`src/rtl/sound_sequencer.sv`:
```
// rtl/sound_sequencer.sv - fixed-priority multi-event sound-effect sequencer
// Plays a per-event list of tone/duration notes, timed by an external tick.
module sound_sequencer #(
    parameter int NUM_EVENTS = 4,
    parameter int MAX_NOTES  = 4,
    parameter int TONE_W     = 4,
    parameter int DUR_W      = 4,
    parameter int GAP_TICKS  = 1,
    parameter int PREEMPT    = 1,
    localparam int EW = (NUM_EVENTS > 1) ? $clog2(NUM_EVENTS) : 1
) (
    input  logic                                   clk,
    input  logic                                   reset,
    input  logic                                   tick,
    input  logic [NUM_EVENTS-1:0]                  event_req,
    input  logic [NUM_EVENTS*MAX_NOTES*TONE_W-1:0] tone_table,
    input  logic [NUM_EVENTS*MAX_NOTES*DUR_W-1:0]  dur_table,
    output logic                                   play,
    output logic [TONE_W-1:0]                      tone,
    output logic                                   busy,
    output logic [EW-1:0]                          cur_event,
    output logic                                   done
);
    localparam int NW = (MAX_NOTES > 1) ? $clog2(MAX_NOTES) : 1;
    localparam int GW = (GAP_TICKS > 0) ? $clog2(GAP_TICKS + 1) : 1;
    localparam logic [GW-1:0] GAP_LAST  = (GAP_TICKS > 0) ? GW'(GAP_TICKS - 1) : '0;
    localparam logic [NW-1:0] NOTE_LAST = NW'(MAX_NOTES - 1);

    typedef enum logic [1:0] {S_IDLE, S_PLAY, S_GAP} state_t;

    state_t                  state_q, state_d;
    logic [NUM_EVENTS-1:0]   pending_q, pending_d;
    logic [EW-1:0]           cur_event_q, cur_event_d;
    logic [NW-1:0]           note_q, note_d;
    logic [DUR_W-1:0]        tick_cnt_q, tick_cnt_d;
    logic [GW-1:0]           gap_cnt_q, gap_cnt_d;
    logic [TONE_W-1:0]       tone_q, tone_d;
    logic                    done_q, done_d;

    logic [TONE_W-1:0]       tone_arr [NUM_EVENTS][MAX_NOTES];
    logic [DUR_W-1:0]        dur_arr  [NUM_EVENTS][MAX_NOTES];

    logic [NUM_EVENTS-1:0]   req_all;
    logic [EW-1:0]           sel;
    logic [NW-1:0]           note_inc;
    logic [DUR_W-1:0]        cur_dur;
    logic [DUR_W-1:0]        next_dur;
    logic                    last_note;
    logic                    note_end;
    logic                    preempt;
    logic                    launch;

    for (genvar e = 0; e < NUM_EVENTS; e++) begin : g_evt
        for (genvar n = 0; n < MAX_NOTES; n++) begin : g_note
            assign tone_arr[e][n] = tone_table[(e*MAX_NOTES+n)*TONE_W +: TONE_W];
            assign dur_arr[e][n]  = dur_table[(e*MAX_NOTES+n)*DUR_W +: DUR_W];
        end
    end

    always_comb begin
        req_all = pending_q | event_req;
        sel     = '0;
        for (int i = NUM_EVENTS - 1; i >= 0; i--) begin
            if (req_all[i]) sel = EW'(i);
        end
        last_note = (note_q == NOTE_LAST);
        // note_inc saturates so the next-note lookup never leaves the table
        note_inc  = last_note ? note_q : note_q + NW'(1);
        cur_dur   = dur_arr[cur_event_q][note_q];
        next_dur  = dur_arr[cur_event_q][note_inc];
        note_end  = (tick_cnt_q == cur_dur - DUR_W'(1));
        preempt   = (PREEMPT != 0) && (req_all != '0) && (sel < cur_event_q);

        state_d     = state_q;
        pending_d   = req_all;
        cur_event_d = cur_event_q;
        note_d      = note_q;
        tick_cnt_d  = tick_cnt_q;
        gap_cnt_d   = gap_cnt_q;
        tone_d      = tone_q;
        done_d      = 1'b0;
        launch      = 1'b0;

        case (state_q)
            S_IDLE: launch = (req_all != '0);
            S_PLAY: begin
                if (preempt) begin
                    launch = 1'b1;
                end else if (tick) begin
                    if (!note_end) begin
                        tick_cnt_d = tick_cnt_q + DUR_W'(1);
                    end else if (last_note || next_dur == '0) begin
                        state_d = S_IDLE;
                        done_d  = 1'b1;
                    end else if (GAP_TICKS > 0) begin
                        state_d   = S_GAP;
                        gap_cnt_d = '0;
                    end else begin
                        note_d     = note_inc;
                        tick_cnt_d = '0;
                        tone_d     = tone_arr[cur_event_q][note_inc];
                    end
                end
            end
            S_GAP: begin
                if (preempt) begin
                    launch = 1'b1;
                end else if (tick) begin
                    if (gap_cnt_q == GAP_LAST) begin
                        state_d    = S_PLAY;
                        note_d     = note_inc;
                        tick_cnt_d = '0;
                        tone_d     = tone_arr[cur_event_q][note_inc];
                    end else begin
                        gap_cnt_d = gap_cnt_q + GW'(1);
                    end
                end
            end
            default: state_d = S_IDLE;
        endcase

        // A preempting launch behaves exactly like a launch from idle
        if (launch) begin
            pending_d[sel] = 1'b0;
            cur_event_d    = sel;
            note_d         = '0;
            tick_cnt_d     = '0;
            if (dur_arr[sel][0] == '0) begin
                state_d = S_IDLE;
                done_d  = 1'b1;
            end else begin
                state_d = S_PLAY;
                tone_d  = tone_arr[sel][0];
            end
        end
    end

    always_ff @(posedge clk) begin
        if (reset) begin
            state_q     <= S_IDLE;
            pending_q   <= '0;
            cur_event_q <= '0;
            note_q      <= '0;
            tick_cnt_q  <= '0;
            gap_cnt_q   <= '0;
            tone_q      <= '0;
            done_q      <= 1'b0;
        end else begin
            state_q     <= state_d;
            pending_q   <= pending_d;
            cur_event_q <= cur_event_d;
            note_q      <= note_d;
            tick_cnt_q  <= tick_cnt_d;
            gap_cnt_q   <= gap_cnt_d;
            tone_q      <= tone_d;
            done_q      <= done_d;
        end
    end

    assign play      = (state_q == S_PLAY);
    assign busy      = (state_q != S_IDLE);
    assign tone      = tone_q;
    assign cur_event = cur_event_q;
    assign done      = done_q;

endmodule

```
`config.mk`:
```
export PLATFORM = sky130hd
export DESIGN_NAME = sound_sequencer
export DESIGN_NICKNAME = d
export VERILOG_FILES = /design/src/rtl/sound_sequencer.sv
export SDC_FILE = /design/constraint.sdc
export NUM_CORES = 1
export LEC_CHECK = 0
export ABC_AREA = 0
export CORE_AREA = 3 3 82 84
export DETAILED_ROUTE_END_ITERATION = 16
export DIE_AREA = 0 0 85 87
export HOLD_SLACK_MARGIN = 0.1
export PLACE_DENSITY = 0.89
export RECOVER_POWER = 50
export SLEW_MARGIN = 20
export SYNTH_ARGS = -nofsm -noshare
export SYNTH_HDL_FRONTEND = slang
export SYNTH_SLANG_ARGS = --single-unit
```
`constraint.sdc`:
```
create_clock -name clk -period 7.35 [get_ports clk]
set_clock_uncertainty 0.2 [all_clocks]
set_input_delay 1.47 -clock clk [delete_from_list [all_inputs] [get_ports clk]]
set_output_delay 1.47 -clock clk [all_outputs]
set_load 0.005 [all_outputs]
```
Word level (Yosys, flattened, before mapping):

Index checks and enable logic that the tools add are counted.

* register bits after elaboration: 20
* input port bits: 135
* output and inout bits: 9

* $add $sub $neg: 4
* $lt $le $gt $ge: 7
* equality and inequality tests: 19
* mux-type cells: 69
* bitwise logic cells: 9
* reduce and logical (&&, ||, !) cells: 15

Operators by type and width (number)
* binary-select mux 16 bit (select 2 bit): 4
* two-way mux 16 bit: 8
* two-way mux 4 bit: 19
* two-way mux 2 bit: 13
* binary-select mux 4 bit (select 2 bit): 3
* AND reduction 7 bit: 3
* two-way mux 1 bit: 17
* != test 2 bit (second input constant): 8
* >= comparator 3 bit (second input constant): 4
* inverter 2 -> 3 bit: 4
* != test 3 bit (second input constant): 3
* logical NOT 4 bit: 2
* one-hot mux 4 bit (2 select lines): 1
* != test 3 x 2 -> 1 bit (second input constant): 2
* one-hot mux 2 bit (3 select lines): 1
* adder 4 x 1 -> 4 bit (second input constant): 1
* AND 4 bit: 1
* == test 2 bit (second input constant): 2
* == test 4 bit: 1
* inverter 4 bit: 1
* OR 4 bit: 1
* one-hot mux 1 bit (2 select lines): 2
* AND reduction 4 bit: 1
* nonzero test 2 bit: 2
* other kinds (16): 19

Longest topological paths before layout:

* depth in word-level cells: 16
* depth in mapped cells: 16
* depth with buffers taken out: 13

Worst setup path after synthesis:

Ideal clock, no wire load.

* path type: in2reg
* from: input event_req[0]
* to: register state_q[1]
* arrival time: 4.115 ns
* path slack: 2.911 ns
* stages on the path: 11
* buffers on the path: 0
* path through: nor4_1 nand2_1 inv_1 ha_1 nand2b_1 a31oi_1 a311oi_1 a21oi_1 and4_1 a31oi_1 o21ai_0

* cells in the longest elaborated chain, start to end: 8

Ends and longest elaborated chain
* start: declaration: line 15 `input logic [NUM_EVENTS-1:0] event_req,`
* OR 4 bit *: line 61 `req_all = pending_q | event_req;`
* two-way mux 2 bit *: line 64 `if (req_all[i]) sel = EW'(i);`
* named net sel[1]: line 44 `logic [EW-1:0] sel;`
* less-than comparator 2 bit *: line 72 `preempt = (PREEMPT != 0) && (req_all != '0) && (sel < cur_event_q);`
* logical AND 1 bit *: line 72
* two-way mux 1 bit: line 87, 106
* one-hot mux 1 bit (2 select lines): line 84 `case (state_q)`
* != test 3 bit (no line), or another cell as far along
* AND reduction 7 bit (no line)
* end signal: assignment: line 149 `state_q <= state_d;`
* end: declaration: line 31 `state_t state_q, state_d;`

Mark *: on every way through the listed nets, which the timed path passes. The rest lies on a longest branch.
A chain may end at the register's enable or synchronous reset.

Worst setup path after layout:

* from: register cur_event_q[0] (netlist: cur_event[0])
* to: register state_q[0]

* cells in the longest elaborated chain, start to end: 11

Ends and longest elaborated chain
* start: declaration: line 33 `logic [EW-1:0] cur_event_q, cur_event_d;`
* start signal: assignment: line 151 `cur_event_q <= cur_event_d;`
* inverter 2 -> 3 bit (implied by the code): line 69, 70
* binary-select mux 16 bit (select 2 bit): line 69, 70
* two-way mux 16 bit (implied by the code) (2 in a row): line 69, 70
* binary-select mux 4 bit (select 2 bit): line 69 `cur_dur = dur_arr[cur_event_q][note_q];`
* two-way mux 4 bit (implied by the code) (2 in a row): line 69
* subtractor 4 x 1 -> 4 bit: line 71 `note_end = (tick_cnt_q == cur_dur - DUR_W'(1));`
* == test 4 bit: line 71
* != test 3 x 1 -> 1 bit (no line)
* AND reduction 7 bit (no line)

Parallel ways exist; a longest one is shown, timed or not. The select of a mux whose other input is x is not followed.

==> reports/summary.log <==
[clock_tree] post-CTS setup buffers 0
[global_route] number of global-route vias before repair 3101
[timing] Min Hold Slack 349 ps
[power] Max VDD drop 0.000130 V
[setup_path] cell occurring most often along the worst timing path sky130_fd_sc_hd__mux2_2
[layout] final antenna diode count 0
[logic_synthesis] most used flip-flop cell after synthesis sky130_fd_sc_hd__dfxtp_1
[status] result of the run finished with violations
[logic_synthesis] cell accounting for the most synthesized area sky130_fd_sc_hd__dfxtp_1
[logic_synthesis] flip-flop and latch count after synthesis 19
[global_route] number of antenna violations at the first check in global routing 0
[logic_synthesis] count of synthesis-stage warnings from yosys 0
[worst_hold_path] Hold Path Class flip-flop to flip-flop
[power] total power per unit cell area 149 nW/µm²
[power] leakage power figure 1.44 nW
[setup_path] Critical Path Source Type flip-flop
[clock_tree] PostCTS Resize Cnt 0
[clock_tree] CTS tree built
[logic_synthesis] share of async-settable or async-resettable flops after synthesis 0%
[layout] area added between synthesis and finish 57.8%
[placement] placed wire-length estimate after detailed placement 7.57 mm
[floorplan] floorplan row count 28
[routing] number of design-rule violations left by the first detailed-router iteration 169
[setup_path] critical path peak fanout 32
[placement] routability cong. 0.961
[layout] Final Cell Area 4040 µm²
[setup_path] longest individual stage delay on the worst path 1460 ps
[clock_tree] sinks on the clock net 19
[setup_path] slowest library cell on the worst path sky130_fd_sc_hd__dfxtp_1
[clock_tree] total clock buffers created by CTS 3
[floorplan] die footprint 7400 µm²
[clock_tree] clk slew on worst S/H paths 80 ps
[timing] Fin Setup TNS 0 ps
[setup_path] critical path, cell by cell clkbuf_1 > mux2_2 > mux4_2 > o21ai_0 > ha_1 > xnor2_1 > or3_1 > mux2_2 > a21oi_2 > nand3_1 > a2111oi_0 > o22a_1
[logic_synthesis] ranking of synthesized cells by instance count sky130_fd_sc_hd__nor2_1 (25), sky130_fd_sc_hd__dfxtp_1 (19), sky130_fd_sc_hd__nand2_1 (18)
[timing] Max Clk Rate 173 MHz
[logic_synthesis] dominant cell by count in the synthesized netlist sky130_fd_sc_hd__nor2_1
[global_route] global-route wire length before repair 15.0 mm
[setup_path] reg2reg path depth 12
[global_route] pin count of the biggest net entering global routing 33
[global_route] total overflow reported by the global router 0
[timing] Setup violations, final 0
[routing] antenna violation net count after detailed routing 0
[timing] final hold violations 0
[clock_tree] maximum buffer depth of the clock tree 2
[global_route] overall routing resource usage 25.2%
[clock_tree] clock latency on the worst-skew pair 260 ps
[placement] PortBufs 143
[floorplan] overall die width 85 µm
[setup_path] Setup crit end kind flip-flop
[timing] actual transition at the worst max-transition pin 1700 ps
[timing] Max Transition Viols Final 33
[status] violated checks capacitance limit, slew limit
[clock_tree] root buf cell sky130_fd_sc_hd__clkbuf_8
[routing] routed via count divided by cell count 6.26
[timing] headroom to the max-slew limit -13.3%
[logic_synthesis] area fraction of the dominant cell type after synthesis 14.9%
[routing] overall via count from detail_route 3076
[routing] total iterations of the first detailed-routing run 5
[setup_path] required time of the critical path 7360 ps
[logic_synthesis] fraction of the yosys area taken by sequential cells 14.9%
[floorplan] initial cell density of the core 42.7%
[setup_path] worst path arrival time 5800 ps
[placement] cell area after placement 4000 µm²
[setup_path] startpoint-to-endpoint class of the critical path flip-flop to flip-flop
[logic_synthesis] synth unique cells 59
[logic_synthesis] average footprint of a synthesized cell 9.05 µm²
[routing] final routed wire length divided by cell count 19.2 µm
[clock_tree] htree depth 1
[timing] RSZ-0062 raised after global routing false
[layout] fraction of layout cells with a size suffix above 1 8.65%
[layout] final net count 559
[routing] DR DRC count 0
[flow_run] Max-Cap Viols 1
[clock_tree] number of hold-repair buffers added at the cts stage 0
[logic_synthesis] synthesized instance count 283
[logic_synthesis] post-synthesis instance area 2560 µm²
[logic_synthesis] dominant cells by area after synthesis sky130_fd_sc_hd__dfxtp_1 (15%), sky130_fd_sc_hd__mux4_2 (14%), sky130_fd_sc_hd__mux4_1 (8.2%)
[floorplan] number of primary I/O pins 144
[floorplan] CORE AREA 5990 µm²
[worst_hold_path] worst hold stages 2
[logic_synthesis] number of enable-type register cells in the synthesized netlist 0
[floorplan] Die Y 87 µm
[logic_synthesis] syn_nets 425
[timing] final worst-path cycle share 78.7%
[timing] shortest clock period the worst path allows after layout 5790 ps
[routing] total wire length 9.42 mm
path summary, 6_finish.rpt:
| kind | startpoint | to | slack [ps] |
|---|---|---|---|
| worst max register to register | cur_event[0] | state_q[0] | 1560 |
| worst min register to register | state_q[1] | state_q[1] | 350 |
| worst min-delay path | state_q[1] | state_q[1] | 350 |
| worst max-delay path | cur_event[0] | state_q[0] | 1560 |
kinds of logic (layout without fill, tap and decap cells):
group | Yosys count | in the layout | synth area share [%]
fa+ha+maj | 7 | 7 | 3.42
simple gates | 98 | 98 | 19.6
xor+xnor | 5 | 5 | 2.00
buf+inv | 27 | 160 | 5.47
flops | 19 | 19 | 14.9
mux | 53 | 53 | 34.2
compound gates | 74 | 74 | 20.4
power by group:
| group | switching, mW | internal [mW] | total, mW |
|---|---|---|---|
| combinational | 0.170 | 0.211 | 0.381 |
| sequential | 0.0267 | 0.120 | 0.147 |
| clock | 0.0356 | 0.0386 | 0.0742 |
| total | 0.232 | 0.370 | 0.602 |
through the flow:
| stage | setup WS [ps] | utilization, % | total power [mW] | std cells |
|---|---|---|---|---|
| floorplan | 2910 | - | 0.380 | 283 |
| global placement | 2110 | 66.8 | 0.518 | 487 |
| detailed placement | 1890 | 66.8 | 0.529 | 487 |
| CTS | 2120 | 67.6 | 0.605 | 491 |
| global route | 1040 | 67.4 | 0.645 | 491 |
| finish | 1560 | 67.4 | 0.602 | 491 |
routing by layer:
layer	GRT usage [%]	vias to the layer above	share of wire, %
met5	0	-	0
met4	7.34	0	2.5
met3	4.35	21	8.4
met2	47.0	177	52
met1	29.5	1458	37
li1	-	1420	-
worst max-delay path, delay by kind of cell (launching register included):
kind,cells,cell delay (ps)
adder cells (fa/ha/maj),1,300
buffers and inverters,1,960
AND/OR/NAND/NOR,2,440
flip-flops,1,1460
multiplexers,3,1220
XOR/XNOR,1,150
AO/OA/AOI/OAI,4,990
layout by cell type, fill, tap and decap left out, drive strengths merged, types with 5 or more instances in the layout:
cell / Yosys / layout
nor3: 8 / 8
clkbuf: 9 / 6
clkdlybuf4s50: 0 / 135
nor2b: 6 / 6
mux2i: 17 / 17
nor2: 25 / 25
inv: 10 / 10
mux2: 12 / 12
nand3: 9 / 9
dfxtp: 19 / 19
mux4: 24 / 24
nor4: 8 / 8
dlygate4sd3: 0 / 8
a211oi: 7 / 7
o21ai: 14 / 14
ha: 7 / 7
a21oi: 12 / 12
nand4: 6 / 6
and3: 5 / 5
nand2: 18 / 18
registers in the layout, summed over array words and instances, names as in the netlist:
name	flops
cur_event	2
done	1
note_q	2
pending_q	4
state_q	2
tick_cnt_q	4
tone	4
area by class of cell:
class,count,area (µm²)
Tap cell,75,93.8
Fill cell,487,1950
Clock buffer,4,45.0
Inverter,11,41.3
Sequential cell,19,380
Timing Repair Buffer,145,1440
Multi-Input combinational cell,237,2040
Power figures use the tool's default switching activity.
